File: config.mk
export PLATFORM = sky130hd
export DESIGN_NAME = muldiv_ctrl
export DESIGN_NICKNAME = d
export VERILOG_FILES = /design/src/rtl/muldiv_pkg.sv /design/src/rtl/muldiv_iter.sv /design/src/rtl/muldiv_ctrl.sv
export SDC_FILE = /design/constraint.sdc
export NUM_CORES = 1
export LEC_CHECK = 0
export CORE_UTILIZATION = 50
export DETAILED_ROUTE_END_ITERATION = 6
export PLACE_DENSITY = 0.71
export REMOVE_ABC_BUFFERS = 1
export SLEW_MARGIN = 20
export SYNTH_ARGS = -nofsm -noshare
export SYNTH_HDL_FRONTEND = slang
export SYNTH_SLANG_ARGS = --single-unit
export TNS_END_PERCENT = 1
File: constraint.sdc
create_clock -name clk -period 3.6 [get_ports clk]
set_input_delay 0.54 -clock clk [delete_from_list [all_inputs] [get_ports clk]]
set_output_delay 0.54 -clock clk [all_outputs]
set_load 0.02 [all_outputs]
File: src/rtl/muldiv_pkg.sv
// Shared definitions for the HI/LO multiply/divide sequencer.
//  - op_e   : 3-bit HI/LO-class op codes as presented by ID/EX
//  - state_e: sequencer states (idle, iterate, sign-fix/writeback)
//  - helpers classifying op codes
package muldiv_pkg;

  typedef enum logic [2:0] {
    OP_MULT  = 3'd0,
    OP_MULTU = 3'd1,
    OP_DIV   = 3'd2,
    OP_DIVU  = 3'd3,
    OP_MTHI  = 3'd4,
    OP_MTLO  = 3'd5,
    OP_MFHI  = 3'd6,
    OP_MFLO  = 3'd7
  } op_e;

  typedef enum logic [1:0] {
    StIdle = 2'd0,
    StRun  = 2'd1,
    StFix  = 2'd2
  } state_e;

  // Ops that start an iterative mul/div sequence.
  function automatic logic is_iter_op(input op_e op);
    return (op == OP_MULT) || (op == OP_MULTU) || (op == OP_DIV) || (op == OP_DIVU);
  endfunction

  function automatic logic is_signed_op(input op_e op);
    return (op == OP_MULT) || (op == OP_DIV);
  endfunction

  function automatic logic is_div_op(input op_e op);
    return (op == OP_DIV) || (op == OP_DIVU);
  endfunction

endpackage

File: src/rtl/muldiv_iter.sv
// Per-step unsigned datapath for the mul/div sequencer.
// Holds a double-width accumulator {acc_hi, acc_lo} and the second operand.
//  Mul: acc_lo starts as the multiplier, each step conditionally adds the multiplicand
//       into acc_hi and shifts the whole pair right by one.
//  Div: acc_lo starts as the dividend and fills with quotient bits from the right;
//       acc_hi is the partial remainder (restoring shift-subtract).
// Ports:
//  clk, rst        clock, synchronous active-high reset
//  load            capture a_abs/b_abs and clear the partial register
//  step            perform one iteration
//  is_div          selects divide step (else multiply step)
//  a_abs, b_abs    unsigned operand magnitudes
//  acc_hi, acc_lo  accumulator (product, or remainder/quotient)
module muldiv_iter import muldiv_pkg::*; #(
  parameter int unsigned XLEN = 32
) (
  input  logic            clk,
  input  logic            rst,
  input  logic            load,
  input  logic            step,
  input  logic            is_div,
  input  logic [XLEN-1:0] a_abs,
  input  logic [XLEN-1:0] b_abs,
  output logic [XLEN-1:0] acc_hi,
  output logic [XLEN-1:0] acc_lo
);

  logic [XLEN-1:0] acc_hi_q, acc_hi_d;
  logic [XLEN-1:0] acc_lo_q, acc_lo_d;
  logic [XLEN-1:0] opb_q, opb_d;

  logic [XLEN:0]   mul_sum;
  logic [XLEN:0]   div_shift;
  logic [XLEN:0]   div_diff;

  always_comb begin
    // Multiply step: the add carry becomes the new top bit after the right shift.
    mul_sum   = {1'b0, acc_hi_q} + (acc_lo_q[0] ? {1'b0, opb_q} : '0);
    // Divide step: bring the next dividend bit into the partial remainder.
    div_shift = {acc_hi_q, acc_lo_q[XLEN-1]};
    div_diff  = div_shift - {1'b0, opb_q};
  end

  always_comb begin
    acc_hi_d = acc_hi_q;
    acc_lo_d = acc_lo_q;
    opb_d    = opb_q;
    if (load) begin
      acc_hi_d = '0;
      acc_lo_d = a_abs;
      opb_d    = b_abs;
    end else if (step) begin
      if (is_div) begin
        if (!div_diff[XLEN]) begin
          acc_hi_d = div_diff[XLEN-1:0];
          acc_lo_d = {acc_lo_q[XLEN-2:0], 1'b1};
        end else begin
          acc_hi_d = div_shift[XLEN-1:0];
          acc_lo_d = {acc_lo_q[XLEN-2:0], 1'b0};
        end
      end else begin
        acc_hi_d = mul_sum[XLEN:1];
        acc_lo_d = {mul_sum[0], acc_lo_q[XLEN-1:1]};
      end
    end
  end

  always_ff @(posedge clk) begin
    if (rst) begin
      acc_hi_q <= '0;
      acc_lo_q <= '0;
      opb_q    <= '0;
    end else begin
      acc_hi_q <= acc_hi_d;
      acc_lo_q <= acc_lo_d;
      opb_q    <= opb_d;
    end
  end

  assign acc_hi = acc_hi_q;
  assign acc_lo = acc_lo_q;

endmodule

File: src/rtl/muldiv_ctrl.sv
// HI/LO register owner and mul/div sequencer sitting beside the EX-stage ALU.
// Accepts one HI/LO-class op per cycle; MULT/MULTU/DIV/DIVU iterate one bit per cycle
// (XLEN run cycles plus one sign-fix cycle) and any HI/LO op meeting a busy unit stalls.
// Ports:
//  clk, rst        clock, synchronous active-high reset
//  op_valid, op    HI/LO-class op from ID/EX
//  flush           squash the op presented this cycle
//  src_a, src_b    rs / rt operand values
//  stall           op not accepted this cycle (unit busy)
//  busy            iteration in progress
//  rd_data         HI (MFHI) / LO (MFLO) when accepted, else 0
//  hi, lo          architectural HI / LO
module muldiv_ctrl import muldiv_pkg::*; #(
  parameter int unsigned XLEN = 32
) (
  input  logic            clk,
  input  logic            rst,
  input  logic            op_valid,
  input  logic [2:0]      op,
  input  logic            flush,
  input  logic [XLEN-1:0] src_a,
  input  logic [XLEN-1:0] src_b,
  output logic            stall,
  output logic            busy,
  output logic [XLEN-1:0] rd_data,
  output logic [XLEN-1:0] hi,
  output logic [XLEN-1:0] lo
);

  localparam int unsigned CntW = $clog2(XLEN + 1);

  state_e          state_q, state_d;
  logic [CntW-1:0] cnt_q, cnt_d;
  logic [XLEN-1:0] hi_q, hi_d;
  logic [XLEN-1:0] lo_q, lo_d;

  // Per-operation context captured at accept.
  logic            is_div_q, is_div_d;
  logic            res_neg_q, res_neg_d;    // product/quotient sign
  logic            rem_neg_q, rem_neg_d;    // remainder follows dividend sign
  logic            div_zero_q, div_zero_d;
  logic [XLEN-1:0] a_raw_q, a_raw_d;

  op_e             op_dec;
  logic            accept;
  logic            start;
  logic            a_neg, b_neg;
  logic [XLEN-1:0] a_abs, b_abs;
  logic [XLEN-1:0] acc_hi, acc_lo;
  logic [2*XLEN-1:0] prod_raw, prod_fix;
  logic [XLEN-1:0] quo_fix, rem_fix;

  assign op_dec = op_e'(op);
  assign busy   = (state_q != StIdle);
  assign stall  = op_valid & ~flush & busy;
  assign accept = op_valid & ~flush & ~stall;
  assign start  = accept & is_iter_op(op_dec);

  // Magnitudes for the unsigned datapath; signed ops negate negative operands.
  assign a_neg = is_signed_op(op_dec) & src_a[XLEN-1];
  assign b_neg = is_signed_op(op_dec) & src_b[XLEN-1];
  assign a_abs = a_neg ? ('0 - src_a) : src_a;
  assign b_abs = b_neg ? ('0 - src_b) : src_b;

  muldiv_iter #(
    .XLEN (XLEN)
  ) u_iter (
    .clk    (clk),
    .rst    (rst),
    .load   (start),
    .step   (state_q == StRun),
    .is_div (is_div_q),
    .a_abs  (a_abs),
    .b_abs  (b_abs),
    .acc_hi (acc_hi),
    .acc_lo (acc_lo)
  );

  // Sign correction applied in the fix cycle.
  always_comb begin
    prod_raw = {acc_hi, acc_lo};
    prod_fix = res_neg_q ? ('0 - prod_raw) : prod_raw;
    quo_fix  = res_neg_q ? ('0 - acc_lo) : acc_lo;
    rem_fix  = rem_neg_q ? ('0 - acc_hi) : acc_hi;
  end

  always_comb begin
    state_d    = state_q;
    cnt_d      = cnt_q;
    hi_d       = hi_q;
    lo_d       = lo_q;
    is_div_d   = is_div_q;
    res_neg_d  = res_neg_q;
    rem_neg_d  = rem_neg_q;
    div_zero_d = div_zero_q;
    a_raw_d    = a_raw_q;

    unique case (state_q)
      StIdle: begin
        if (start) begin
          state_d    = StRun;
          cnt_d      = CntW'(XLEN);
          is_div_d   = is_div_op(op_dec);
          res_neg_d  = a_neg ^ b_neg;
          rem_neg_d  = a_neg;
          div_zero_d = (src_b == '0);
          a_raw_d    = src_a;
        end else if (accept && op_dec == OP_MTHI) begin
          hi_d = src_a;
        end else if (accept && op_dec == OP_MTLO) begin
          lo_d = src_a;
        end
      end
      StRun: begin
        cnt_d = cnt_q - CntW'(1);
        if (cnt_q == CntW'(1)) begin
          state_d = StFix;
        end
      end
      StFix: begin
        state_d = StIdle;
        if (!is_div_q) begin
          hi_d = prod_fix[2*XLEN-1:XLEN];
          lo_d = prod_fix[XLEN-1:0];
        end else if (div_zero_q) begin
          // Divide by zero: no trap, fixed result regardless of signedness.
          hi_d = a_raw_q;
          lo_d = '1;
        end else begin
          hi_d = rem_fix;
          lo_d = quo_fix;
        end
      end
      default: state_d = StIdle;
    endcase
  end

  always_ff @(posedge clk) begin
    if (rst) begin
      state_q    <= StIdle;
      cnt_q      <= '0;
      hi_q       <= '0;
      lo_q       <= '0;
      is_div_q   <= 1'b0;
      res_neg_q  <= 1'b0;
      rem_neg_q  <= 1'b0;
      div_zero_q <= 1'b0;
      a_raw_q    <= '0;
    end else begin
      state_q    <= state_d;
      cnt_q      <= cnt_d;
      hi_q       <= hi_d;
      lo_q       <= lo_d;
      is_div_q   <= is_div_d;
      res_neg_q  <= res_neg_d;
      rem_neg_q  <= rem_neg_d;
      div_zero_q <= div_zero_d;
      a_raw_q    <= a_raw_d;
    end
  end

  always_comb begin
    rd_data = '0;
    if (accept && op_dec == OP_MFHI) begin
      rd_data = hi_q;
    end else if (accept && op_dec == OP_MFLO) begin
      rd_data = lo_q;
    end
  end

  assign hi = hi_q;
  assign lo = lo_q;

endmodule

==> results of run 1 <==
-- final timing paths --
check | endpoint | startpoint | cells after the start
setup / recovery | u_iter.acc_hi[31]$_SDFFE_PP0P_ | u_iter.acc_lo[31]$_SDFFE_PP0P_ | 12
hold / removal | res_neg_q$_SDFFE_PP0P_ | rst | 2
setup reg to reg | u_iter.acc_hi[31]$_SDFFE_PP0P_ | u_iter.acc_lo[31]$_SDFFE_PP0P_ | 12
hold reg to reg | a_raw_q[0]$_SDFFE_PP0P_ | a_raw_q[0]$_SDFFE_PP0P_ | 2
-- sequential cells by signal, summed over array words and instances (netlist names) --
name / cells
res_neg_q: 1
u_iter.acc_lo: 32
u_iter.acc_hi: 32
state_q: 2
hi: 32
lo: 32
div_zero_q: 1
a_raw_q: 32
cnt_q: 6
rem_neg_q: 1
u_iter.opb_q: 32
is_div_q: 1
-- repair_timing --
item	in CTS	in global routing
setup endpoints to repair	0	28
hold endpoints to repair	0	0
gates resized for setup	0	3
-- logic make-up (layout without fill, tap and decap cells) --
| logic type | count (synthesis) | count (layout) | share of synthesized area (%) |
|---|---|---|---|
| mux | 121 | 121 | 7.378 |
| fa+ha+maj | 72 | 72 | 5.483 |
| xor+xnor | 174 | 174 | 9.124 |
| simple gates | 755 | 755 | 21.32 |
| flops | 204 | 204 | 24.45 |
| buf+inv | 247 | 429 | 5.813 |
| compound gates | 684 | 684 | 26.43 |
-- worst register-to-register path: stages (launching register included) --
cell                       delay, ns
sky130_fd_sc_hd__dfxtp_1        0.33
sky130_fd_sc_hd__inv_1          0.09
sky130_fd_sc_hd__ha_1           0.24
sky130_fd_sc_hd__fa_1           0.39
sky130_fd_sc_hd__nand2b_1       0.20
sky130_fd_sc_hd__a21oi_2        0.21
sky130_fd_sc_hd__o21ai_1        0.14
sky130_fd_sc_hd__nor4b_4        0.16
sky130_fd_sc_hd__or3_4          0.44
sky130_fd_sc_hd__o21a_1         0.24
sky130_fd_sc_hd__nor3_4         0.23
sky130_fd_sc_hd__mux2_4         0.32
sky130_fd_sc_hd__a221o_1        0.31
-- power by group --
group          switching, W  internal, W
Clock               0.00107      0.00154
Combinational       0.00112     0.000812
Sequential         0.000112      0.00235
Total               0.00230      0.00470
-- placed cells by master, fill, tap and decap left out, types with 11 or more instances in the layout --
| cell | netlist | final |
|---|---|---|
| sky130_fd_sc_hd__a21o_1 | 33 | 33 |
| sky130_fd_sc_hd__a211oi_1 | 71 | 71 |
| sky130_fd_sc_hd__nor2_1 | 233 | 231 |
| sky130_fd_sc_hd__xnor2_1 | 106 | 106 |
| sky130_fd_sc_hd__ha_1 | 70 | 70 |
| sky130_fd_sc_hd__nor2b_1 | 16 | 14 |
| sky130_fd_sc_hd__buf_4 | 3 | 140 |
| sky130_fd_sc_hd__o22ai_1 | 13 | 13 |
| sky130_fd_sc_hd__a21oi_1 | 214 | 213 |
| sky130_fd_sc_hd__and2_1 | 12 | 12 |
| sky130_fd_sc_hd__o31ai_1 | 31 | 31 |
| sky130_fd_sc_hd__nand4_1 | 16 | 16 |
| sky130_fd_sc_hd__or3_1 | 23 | 22 |
| sky130_fd_sc_hd__mux2_2 | 13 | 13 |
| sky130_fd_sc_hd__inv_1 | 68 | 68 |
| sky130_fd_sc_hd__nand2_1 | 268 | 268 |
| sky130_fd_sc_hd__clkdlybuf4s50_1 | 0 | 166 |
| sky130_fd_sc_hd__nor3_1 | 47 | 46 |
| sky130_fd_sc_hd__o21ai_1 | 11 | 11 |
| sky130_fd_sc_hd__nand2b_1 | 17 | 17 |
| sky130_fd_sc_hd__clkbuf_16 | 0 | 26 |
| sky130_fd_sc_hd__dfxtp_1 | 204 | 201 |
| sky130_fd_sc_hd__o221ai_1 | 38 | 38 |
| sky130_fd_sc_hd__mux2i_1 | 107 | 107 |
| sky130_fd_sc_hd__nand3_1 | 28 | 28 |
| sky130_fd_sc_hd__a31oi_1 | 29 | 28 |
| sky130_fd_sc_hd__nor4_1 | 27 | 27 |
| sky130_fd_sc_hd__o21ai_0 | 131 | 131 |
| sky130_fd_sc_hd__or4_1 | 11 | 11 |
| sky130_fd_sc_hd__xor2_1 | 68 | 68 |
| sky130_fd_sc_hd__o41ai_1 | 12 | 12 |
-- through the flow --
step	cells	worst slack (ns)	total power (W)
floorplan	2078	-2.946	0.003626
global placement	2834	0.09596	0.004362
detailed placement	2834	0.03739	0.004385
CTS	2881	0.01995	0.006971
global route	2881	0.02165	0.007256
finish	2881	0.1810	0.007002
-- cell type report --
class	count	area (sq um)
sequential	204	4090
timing repair buffer	314	2858
clock buffer	40	773.2
inverter	68	255.2
multi-input combinational	1806	11690
fill	3046	12410
tap	442	553.0
clock inverter	7	71.32
-- metal layers --
| layer | up-vias | part of all wire (%) | track usage (%) |
|---|---|---|---|
| li1 | 8483 | - | - |
| met2 | 811 | 47 | 58.02 |
| met5 | - | 0 | 0 |
| met3 | 157 | 7.3 | 4.031 |
| met4 | 0 | 4.1 | 14.18 |
| met1 | 8561 | 42 | 43.68 |
==> results.md, run 1 <==
- After synthesis, the cell types taking the most area are sky130_fd_sc_hd__dfxtp_1 (24%), sky130_fd_sc_hd__a21oi_1 (6.4%), sky130_fd_sc_hd__mux2i_1 (6.4%), sky130_fd_sc_hd__nand2_1 (6.0%), sky130_fd_sc_hd__xnor2_1 (5.6%).
- The count of input and output buffers is 168.
- In this run the cell area measured after placement is 19430 sq um.
- The required time of the critical path is 4.03 ns.
- The count of antenna diodes in the layout is 0.
- The hold violation count in the final report is 0.
- The slowest cell on the critical path is sky130_fd_sc_hd__or3_4.
- CTS built an H-tree with a depth of 1.
- The initial antenna violation count was 0.
- The post-detailed-route DRC marker count is 0.
- From bottom edge to top edge, the die measures 184.8 um.
- In this run, the number of DRC markers left after iteration 0 of detailed routing was 1637.
- On the worst path, the slowest cell contributes a delay of 0.44 ns.
- The area growth from synthesis to layout is 21.47%.
- The via total after detailed routing is 18.01k.
- The floorplan step defined a die boundary enclosing 34140 sq um.
- Of the available clock period, the critical path in the final layout requires 94.97%.
- IR analysis of the VDD net gives a maximum drop of 0.0003788 V.
- The static power due to leakage is 7.786 nW.
- The congestion estimate from routability-driven global placement came to 0.9707.
- The root buffer cell is sky130_fd_sc_hd__clkbuf_16.
- Counting flops and latches in the post-synthesis netlist gives 204.
- The leading area contributor after synthesis is sky130_fd_sc_hd__dfxtp_1.
- STA classifies the critical path startpoint as a flip-flop.
- The maximum fanout count along the critical path is 8.
- For this run, the share of the core covered by cells in the final layout is 62.04%.
- The sum of routed wire length over all layers is 58.72 mm.
- After the last flow step, the layout net total stands at 2563.
- After clock tree synthesis, the clock-pin slew on the worst setup and hold paths is 0.06 ns.
- In the synthesized netlist, the number of instances is 2257.
- The floorplan has 66 rows.
- The number of max-slew violations in the final report was 0.
- The post-synthesis cell type count is 91.
- Traced cell by cell, the critical path runs through inv_1, ha_1, fa_1, nand2b_1, a21oi_2, o21ai_1, nor4b_4, or3_4, o21a_1, nor3_4, mux2_4, a221o_1.
- Data arrives at the worst endpoint at 3.85 ns.
- The path class of the lowest-slack min-delay path is input port to flip-flop.
- The detailed-route wire length per cell is 20.38 um.
- Subtracting the final worst setup slack from the clock period gives 3.419 ns.
- The starting utilization of the core area is 51.08%.
- At the pin with the least slew margin, the transition time is 0.9620 ns.
- The insertion delay to the later sink of the worst-skew pair is 0.56 ns.
- TritonCTS built the clock tree.
- The finished cells cover 20290 sq um.
- Summed over all nets, the half-perimeter wirelength after detailed placement is 43.49 mm.
- The type of element capturing the critical path is a flip-flop.
- The synthesized cell area is 16700 sq um.
- The setup path with the least slack is of type flip-flop to flip-flop.
- By count the netlist is led by sky130_fd_sc_hd__nand2_1 (268), sky130_fd_sc_hd__nor2_1 (233), sky130_fd_sc_hd__a21oi_1 (214).
- Summed over all layers, the global routing overflow is 0.
- The post-CTS setup-driven buffer insertion count is 0.
- The proportion of netlist area held by the largest area contributor is 24.45%.
- Pin placement for this block handled 169 I/O pins.
- The die width is 184.8 um.
- The per-cell via count in the routed design is 6.252.
- The total power density per cell area is 345.1 nW/um^2.
- Buffers inserted to repair hold after CTS numbered 0.
- Together, buffers and inverters on the worst path number 1.
- The kind of cell with the highest combined delay along the critical path is simple AND/OR/NAND/NOR gates.
- The detailed-router iteration count before antenna repair is 5.
- In the synthesized netlist the dominant register cell turns out to be sky130_fd_sc_hd__dfxtp_1.
- The relative slew slack is 35.63%.
- The average cell area after synthesis is 7.401 sq um.
- The tightest hold path in the finished design has a slack of 0.4120 ns.
- Among all cell types in the netlist, the one instantiated most often is sky130_fd_sc_hd__nand2_1.
- The proportion of layout cells with a drive suffix above 1 is 10.25%.
- Counting every sink on the clock net gives 204.
- The flow ran to the end, and the final reports show no timing, DRC or antenna violations.
- The remaining antenna violation count after routing is 0.
- Setup violations remaining at the end of the flow were counted as 0.
- The clock arrives with 0.02586 ns of skew.
- The count of yosys warnings during synthesis is 0.
- The minimum setup slack among reg-to-reg paths is 0.18 ns.
- The fraction of synthesis flops using an asynchronous set or reset pin is 0%.
- Of the synthesized area, sequential elements account for 24.45%.
- The largest net degree at the start of global routing is 105.
- Global routing used 34.16% of the available tracks across all layers.
- The clock passes through at most 3 buffers.
- The highest clock frequency the design can meet is 292.5 MHz.
- The via count of the first global-routing pass is 16.92k.
- The max capacitance violation total is 0.
- Setup repair after global routing left no endpoint under its margin.
- The number of clock buffers added by TritonCTS is 26.
- In this run the standard cell core region covers 32700 sq um.
- Setup total negative slack on the finished layout was measured at 0 ns.
- The number of synthesized flops with an enable pin is 0.
- The global-route wire length before repair is 92.64 mm.
Note: power is estimated with default switching activity, not from simulation.
==> run 2, diff against run 1 <==
Settings changed: CORE_ASPECT_RATIO set to 0.9.
==> run 2 against run 1 <==
Effect of this change:
- utilization decreased by 0.54 points
- clock-buffer cell count decreased by 1
- design area decreased by 0.12%
- via count decreased by 1.7%
- critical path depth increased by 2
- first-iteration DRC count decreased by 6.8%
==> results.md, run 2 (synthesized netlist as in run 1, its figures left out) <==
- The worst-case vdd ir drop was 0.0003506 V (-7.4%).
- The proportion of layout cells with a drive suffix above 1 is 10.41% (+0.16 points).
- The highest layer touched by signal routing is met4.
- The tree is rooted in a sky130_fd_sc_hd__clkbuf_16.
- The number of CTS-inserted buffers is 26 (unchanged).
- The TritonCTS clock tree is yes.
- The worst setup path is captured at a flip-flop.
- The number of nets at the end of the flow is 2565 (+0.078%).
- The slowest stage of the critical path belongs to the cell sky130_fd_sc_hd__or3_4.
- The global-route wire length before repair was 92.78 mm (+0.16%).
- The final weighted congestion in routability-driven placement came to 0.9733 (+0.27%).
- The boundary pin count is 169 (unchanged).
- The deepest clock path buffer count is 3 (unchanged).
- The overall fraction of global-route tracks in use is 33.71% (-0.46 points).
- The detailed-route wire length per cell was 20.39 um (about the same).
- The count of antenna diodes in the layout is 0 (unchanged).
- The starting utilization of the core area is 50.69% (-0.38 points).
- The clock-pin slew reported for the worst setup and hold paths after clock tree synthesis was 0.06 ns (about the same).
- The total power density per cell area is 349.8 nW/um^2 (+1.4%).
- The arrival time at the worst endpoint is 3.79 ns (-0.06 ns).
- The post-route core utilization is 61.50% (-0.54 points).
- The count of input and output buffers is 168 (unchanged).
- The per-cell via count in the routed design was 6.182 (-1.1%).
- The via total after detailed routing is 17.70k (-1.7%).
- The initial antenna violation count is 0 (unchanged).
- The number of setup violations in the final report is 0 (unchanged).
- The cell family contributing the most delay on the critical path is simple AND/OR/NAND/NOR gates.
- The number of buffer and inverter instances along the worst setup path came to 3 (+2).
- The detailed-router iteration count before antenna repair was 6 (+1).
- The total met2 wirelength after detailed routing was 26.48 mm (-3.9%).
- The relative slew slack came to 25.38% (-10 points).
- The maximum fanout count along the critical path is 13 (+5).
- The pin slew with the least headroom to its limit is 1.115 ns (+0.1532 ns).
- The number of levels the H-tree was split into came to 1 (unchanged).
- The worst setup path is of the flip-flop to flip-flop kind.
- The final critical path time including I/O delays and setup came to 3.360 ns (-0.05915 ns).
- The core area is 32950 sq um (+0.76%).
- The count of hold buffers inserted by post-cts repair is 0 (unchanged).
- The routed length on met3 was 4.583 mm (+7.3%).
- The signal on the critical path passes through inv_1, ha_1, fa_1, nand2b_1, a21oi_2, o21ai_1, nor4b_4, or3_4, o21a_1, nor3_4, buf_4, buf_12, mux2i_1, a21oi_1.
- The die width is 194.7 um (+5.3%).
- The via count of the first global-routing pass is 16.60k (-1.9%).
- The max capacitance violation total was 0 (unchanged).
- The startpoint type of the worst setup path is a flip-flop.
- The number of design-rule violations left by the first detailed-router iteration came to 1525 (-6.8%).
- The total routed wire length on the met1 layer is 25.42 mm (+3.8%).
- In the layout the commonest cells are sky130_fd_sc_hd__nand2_1 (268), sky130_fd_sc_hd__nor2_1 (231), sky130_fd_sc_hd__a21oi_1 (213).
- From synthesis to final layout, the design area changed by 21.32%.
- The required time of the critical path is 4.03 ns (about the same).
- The height of the die is 175.4 um (-5.1%).
- The hold violation count in the final report came to 0 (unchanged).
- The sum of internal, switching and leakage power is 0.007088 W (+1.2%).
- The flow ran to the end, and the final reports show no timing, DRC or antenna violations.
- The path class of the lowest-slack min-delay path is input port to flip-flop.
- The insertion delay to the later sink of the worst-skew pair is 0.56 ns (about the same).
- The standard-cell row count is 63 (-4.5%).
- The overall overflow remaining after global route came to 0 (unchanged).
- The largest net degree at the start of global routing is 80 (-24%).
- The worst-case setup margin in the final layout came to 0.2402 ns (+0.05915 ns).
- The critical path's largest stage delay is 0.44 ns (about the same).
- The final worst clock skew is 0.02461 ns (-0.001252 ns).
- Setup repair after global routing left no endpoint under its margin.
- The final worst-path cycle share is 93.33% (-1.6 points).
- The library cell used most frequently in the layout, excluding fill and tap cells, is sky130_fd_sc_hd__nand2_1.
- The remaining antenna violation count after routing came to 0 (unchanged).
- The sum of routed wire length over all layers is 58.38 mm (-0.58%).
- The die area came to 34140 sq um (about the same).
- The post-detailed-route DRC marker count came to 0 (unchanged).
- The half-perimeter wire length of the detailed placement result is 43.28 mm (-0.49%).
- The number of max-slew violations in the final report is 0 (unchanged).
- The number of sinks driven by the clock tree is 204 (unchanged).
- The worst slack at placement was 0.05702 ns (+0.01963 ns).
- The highest clock frequency the design can meet is 297.6 MHz (+1.8%).
- The static power due to leakage is 7.797 nW (+0.14%).
- The post-CTS setup-driven buffer insertion count came to 0 (unchanged).
-- run 2: cell count changes in the layout (fill, tap and decap cells not counted), sizes merged --
| cell | change |
|---|---|
| clkinvlp | +1 |
| buf | +2 |
| clkinv | -1 |
| clkbuf | -1 |
| bufinv | +1 |
-- run 2: path summary, 6_finish.rpt --
| kind | startpoint | endpoint | slack, ns | cells past startpoint |
|---|---|---|---|---|
| max | u_iter.acc_lo[31]$_SDFFE_PP0P_ | u_iter.acc_hi[7]$_SDFFE_PP0P_ | 0.24 | 14 |
| min | rst | res_neg_q$_SDFFE_PP0P_ | 0.41 | 2 |
| max reg2reg | u_iter.acc_lo[31]$_SDFFE_PP0P_ | u_iter.acc_hi[7]$_SDFFE_PP0P_ | 0.24 | 14 |
| min reg2reg | a_raw_q[1]$_SDFFE_PP0P_ | a_raw_q[1]$_SDFFE_PP0P_ | 0.45 | 2 |
-- run 2: final cells by class --
cell class                      instances  area [sq um]
Clock buffer                           39         779.5
Clock inverter                          8         107.6
Fill cell                            3059         12680
Inverter                               68         255.2
Multi-Input combinational cell       1806         11680
Sequential cell                       204          4090
Tap cell                              422         528.0
Timing Repair Buffer                  316          2823
-- run 2: timing repair --
action / CTS / global route
resized for setup: 0 / 3
endpoints found under the hold margin: 0 / 0
endpoints found under the setup margin: 0 / 26
-- run 2: power breakdown --
part | total [W] | internal, W | switching [W]
registers | 0.00246 | 0.00235 | 0.000114
clock network | 0.00271 | 0.00163 | 0.00108
logic | 0.00191 | 0.000799 | 0.00111
total | 0.00709 | 0.00478 | 0.00231
-- run 2: worst reg2reg max path, stage by stage, from the launching register on --
cell	delay [ns]
sky130_fd_sc_hd__dfxtp_1	0.33
sky130_fd_sc_hd__inv_1	0.08
sky130_fd_sc_hd__ha_1	0.23
sky130_fd_sc_hd__fa_1	0.39
sky130_fd_sc_hd__nand2b_1	0.21
sky130_fd_sc_hd__a21oi_2	0.20
sky130_fd_sc_hd__o21ai_1	0.13
sky130_fd_sc_hd__nor4b_4	0.16
sky130_fd_sc_hd__or3_4	0.44
sky130_fd_sc_hd__o21a_1	0.23
sky130_fd_sc_hd__nor3_4	0.18
sky130_fd_sc_hd__buf_4	0.20
sky130_fd_sc_hd__buf_12	0.16
sky130_fd_sc_hd__mux2i_1	0.22
sky130_fd_sc_hd__a21oi_1	0.09
-- run 2: per-layer routing --
metal / GRT usage, % / vias up
li1: - / 8485
met1: 45.75 / 8334
met2: 55.20 / 768
met3: 3.879 / 111
met4: 11.84 / 0
met5: 0 / -
-- run 2: metrics by stage --
step           instances  instance area, sq um  setup TNS [ns]  hold WS [ns]
3_3_place_gp        2816                 19360               0        0.4408
6_report            2863                 20260               0        0.4081
5_1_grt             2863                 20260               0        0.4107
3_5_place_dp        2816                 19360               0        0.4483
2_1_floorplan       2078                 15990         -209.20        0.4258
4_1_cts             2863                 20250               0        0.3932
==> run 3, diff against run 2 <==
Settings changed: ABC_AREA set to 1.
==> run 3 against run 2 <==
Effect of this change:
- fmax grew 2.0%
- synthesized cell count grew 51%
- routed wire length grew 39%
- design area grew 8.8%
- worst hold slack gained 0.069 ns
- utilization shrank 2.5 points
- clock power shrank 6%
- clock-buffer cell count shrank 5
==> results.md, run 3 <==
- The post-CTS setup-driven buffer insertion count is 0 (unchanged).
- By area the synthesized netlist is led by sky130_fd_sc_hd__dfxtp_1 (21%), sky130_fd_sc_hd__nand2_1 (16%), sky130_fd_sc_hd__inv_1 (10%), sky130_fd_sc_hd__a21oi_1 (8.2%), sky130_fd_sc_hd__o21ai_0 (8.2%).
- The number of setup violations in the final report is 0 (unchanged).
- The post-detailed-route DRC marker count came to 0 (unchanged).
- The final critical path time including I/O delays and setup is 3.295 ns (-0.06508 ns).
- The number of nets at the end of the flow is 3657 (+43%).
- The count of antenna diodes in the layout is 0 (unchanged).
- The synthesis-to-layout area growth is 15.60%.
- The fraction of synthesis flops using an asynchronous set or reset pin is 0% (unchanged).
- The height of the die is 187.3 um (+6.8%).
- The count of input and output buffers is 168 (unchanged).
- The relative slew slack is 24.64% (-0.74 points).
- The hold violation count in the final report is 0 (unchanged).
- The via total after detailed routing is 23.91k (+35%).
- The overall overflow remaining after global route came to 0 (unchanged).
- The detailed-route wire length per cell is 20.26 um (-0.64%).
- The per-cell via count in the routed design came to 5.957 (-3.6%).
- The total power density per cell area is 367.3 nW/um^2 (+5.0%).
- The minimum setup slack among reg-to-reg paths is 0.31 ns (+0.07 ns).
- The maximum fanout count along the critical path is 5 (-8).
- The half-perimeter wire length of the detailed placement result was 63.11 mm (+46%).
- TritonCTS built the clock tree.
- The die width is 207.9 um (+6.8%).
- The largest individual stage delay along the critical path comes from the cell sky130_fd_sc_hd__o21ai_0.
- The clock-pin slew reported for the worst setup and hold paths after clock tree synthesis is 0.06 ns (about the same).
- The largest net degree at the start of global routing is 134 (+68%).
- In the layout the commonest cells are sky130_fd_sc_hd__nand2_1 (827), sky130_fd_sc_hd__inv_1 (531), sky130_fd_sc_hd__nor2_1 (373).
- The insertion delay to the later sink of the worst-skew pair is 0.57 ns (about the same).
- By count the netlist is led by sky130_fd_sc_hd__nand2_1 (827), sky130_fd_sc_hd__inv_1 (532), sky130_fd_sc_hd__nor2_1 (374).
- The deepest clock path buffer count is 3 (unchanged).
- The number of CTS-inserted buffers is 25 (-3.8%).
- The boundary pin count came to 169 (unchanged).
- The number of sinks driven by the clock tree is 204 (unchanged).
- The leading area contributor after synthesis is sky130_fd_sc_hd__dfxtp_1.
- The startpoint of the most critical register-to-register path is u_iter.acc_lo[31]$_SDFFE_PP0P_.
- The final worst-path cycle share is 91.52% (-1.8 points).
- On the critical path the largest part of the delay comes from simple AND/OR/NAND/NOR gates.
- The signal on the critical path passes through inv_1, ha_1, fa_1, inv_1, nand2_1, nand2_1, nand2_1, o21ai_0, nand3_1, nand3_1, nand2_1, nand3_1, nand3_1, a21oi_1.
- The critical path's largest stage delay came to 0.64 ns (+0.20 ns).
- The highest clock frequency the design can meet is 303.5 MHz (+2.0%).
- The overall fraction of global-route tracks in use came to 40.64% (+6.9 points).
- The final worst clock skew is 0.01625 ns (-0.008362 ns).
- The global-route wire length before repair came to 124.7 mm (+34%).
- The most common cell after layout, fill and taps aside is sky130_fd_sc_hd__nand2_1.
- sky130_fd_sc_hd__nand2_1 is the most common cell in the netlist.
- The average cell area after synthesis is 5.611 sq um (-24%).
- The static power due to leakage is 10.73 nW (+38%).
- The share of synthesized area occupied by flip-flops and latches came to 21.41% (-3.0 points).
- The detailed-router iteration count before antenna repair is 7 (+1).
- The max capacitance violation total is 0 (unchanged).
- The post-synthesis register bit count is 204 (unchanged).
- The starting utilization of the core area came to 51.01% (+0.31 points).
- STA classifies the critical path startpoint as a flip-flop.
- The total negative slack for setup checks is 0 ns (unchanged).
- The min-delay analysis places its worst path in the category flip-flop to flip-flop.
- The via count of the first global-routing pass is 21.76k (+31%).
- The root buffer cell is sky130_fd_sc_hd__clkbuf_16.
- The tightest hold margin is 0.4768 ns (+0.06872 ns).
- The most common flop cell mapped by yosys is sky130_fd_sc_hd__dfxtp_1.
- The post-route core utilization is 58.96% (-2.5 points).
- The proportion of layout cells with a drive suffix above 1 is 4.305% (-6.1 points).
- The count of hold buffers inserted by post-cts repair is 0 (unchanged).
- The synthesized cell area is 19070 sq um (+14%).
- The number of synthesized flops with an enable pin is 0 (unchanged).
- The required time of the critical path is 4.08 ns (+0.05 ns).
- The gate count of the mapped netlist is 3399 (+51%).
- The startpoint of the worst setup timing path is u_iter.acc_lo[31]$_SDFFE_PP0P_.
- In this run the critical register-to-register path is captured at u_iter.acc_hi[22]$_SDFFE_PP0P_.
- The arrival time at the worst endpoint is 3.78 ns (about the same).
- The number of design-rule violations left by the first detailed-router iteration came to 3464 (+130%).
- The pin slew with the least headroom to its limit is 1.129 ns (+0.01391 ns).
- The post-synthesis cell type count is 56 (-38%).
- The count of yosys warnings during synthesis is 0 (unchanged).
- The die area is 38930 sq um (+14%).
- The sum of routed wire length over all layers is 81.33 mm (+39%).
- The number of gates on the worst path with buffers counted came to 14 (unchanged).
- The final weighted congestion in routability-driven placement is 1.080 (+11%).
- The proportion of netlist area held by the largest area contributor is 21.41% (-3.0 points).
- The core area was 37390 sq um (+13%).
- The run finished with clean final reports.
- The remaining antenna violation count after routing is 0 (unchanged).
- The quantity of gates resized following cts is 0 (unchanged).
- The number of max-slew violations in the final report is 0 (unchanged).
- The most critical setup path has its endpoint at u_iter.acc_hi[22]$_SDFFE_PP0P_.
- The standard-cell row count is 67 (+6.3%).
- The worst-case vdd ir drop came to 0.0003730 V (+6.4%).
- The sum of internal, switching and leakage power is 0.008096 W (+14%).
- The worst setup path is of the flip-flop to flip-flop kind.
- Setup repair after global routing left no endpoint under its margin.
- The type of element capturing the critical path is a flip-flop.
- The initial antenna violation count is 0 (unchanged).
- The number of levels the H-tree was split into is 1 (unchanged).
- The depth of the most critical reg-to-reg path was 14 (unchanged).
- The number of buffer and inverter instances along the worst setup path is 2 (-1).
[run 3: tightest hold or removal path: cells and delay by family (launching register included)]
kind            cells  cell delay (ns)
compound gates      1             0.07
buf+inv             1             0.06
flops               1             0.29
[run 3: where the power goes]
| part | switching (W) | internal [W] |
|---|---|---|
| clock network | 0.00112 | 0.00142 |
| registers | 0.000163 | 0.00239 |
| logic | 0.00209 | 0.000917 |
| total | 0.00337 | 0.00473 |
[run 3: worst min path at each step]
stage | depth (start not counted) | start | end | slack [ns]
final | 2 | a_raw_q[0]$_SDFFE_PP0P_ | a_raw_q[0]$_SDFFE_PP0P_ | 0.48
after global routing | 2 | a_raw_q[27]$_SDFFE_PP0P_ | a_raw_q[27]$_SDFFE_PP0P_ | 0.49
after CTS | 2 | a_raw_q[29]$_SDFFE_PP0P_ | a_raw_q[29]$_SDFFE_PP0P_ | 0.47
after detailed placement | 2 | a_raw_q[27]$_SDFFE_PP0P_ | a_raw_q[27]$_SDFFE_PP0P_ | 0.46
after global placement | 2 | a_raw_q[2]$_SDFFE_PP0P_ | a_raw_q[2]$_SDFFE_PP0P_ | 0.45
after floorplan | 2 | a_raw_q[2]$_SDFFE_PP0P_ | a_raw_q[2]$_SDFFE_PP0P_ | 0.42
[run 3: area by class of cell]
| type | instances | area, sq um |
|---|---|---|
| clock buffers | 34 | 689.4 |
| clock inverters | 10 | 98.84 |
| fillers | 3876 | 15340 |
| inverters | 542 | 2036 |
| multi-input cells | 2514 | 12380 |
| flip-flops and latches | 204 | 4086 |
| well taps | 483 | 604.3 |
| repair buffers | 227 | 2150 |
[run 3: metrics by stage]
stage / cells / worst slack [ns] / instance area (sq um)
global placement: 3970 / 0.4607 / 21260
floorplan: 3260 / -0.4535 / 18480
global route: 4014 / 0.1383 / 22040
finish: 4014 / 0.3053 / 22040
CTS: 4014 / 0.4019 / 22040
detailed placement: 3970 / 0.3980 / 21260
[run 3: cell families (layout without fill, tap and decap cells)]
kind of cell,Yosys count,in the layout,synth area share (%)
flip-flops,204,204,21.41
AO/OA/AOI/OAI,789,789,22.42
AND/OR/NAND/NOR,1601,1601,35.21
adder cells (fa/ha/maj),72,72,4.803
buffers and inverters,681,813,13.76
XOR/XNOR,52,52,2.388
[run 3: per-layer routing]
metal,track usage (%),up-vias,part of all wire [%]
met5,0,-,0
li1,-,11281,-
met4,12.22,0,3.2
met1,59.27,10908,43
met3,11.84,198,14
met2,56.70,1524,39
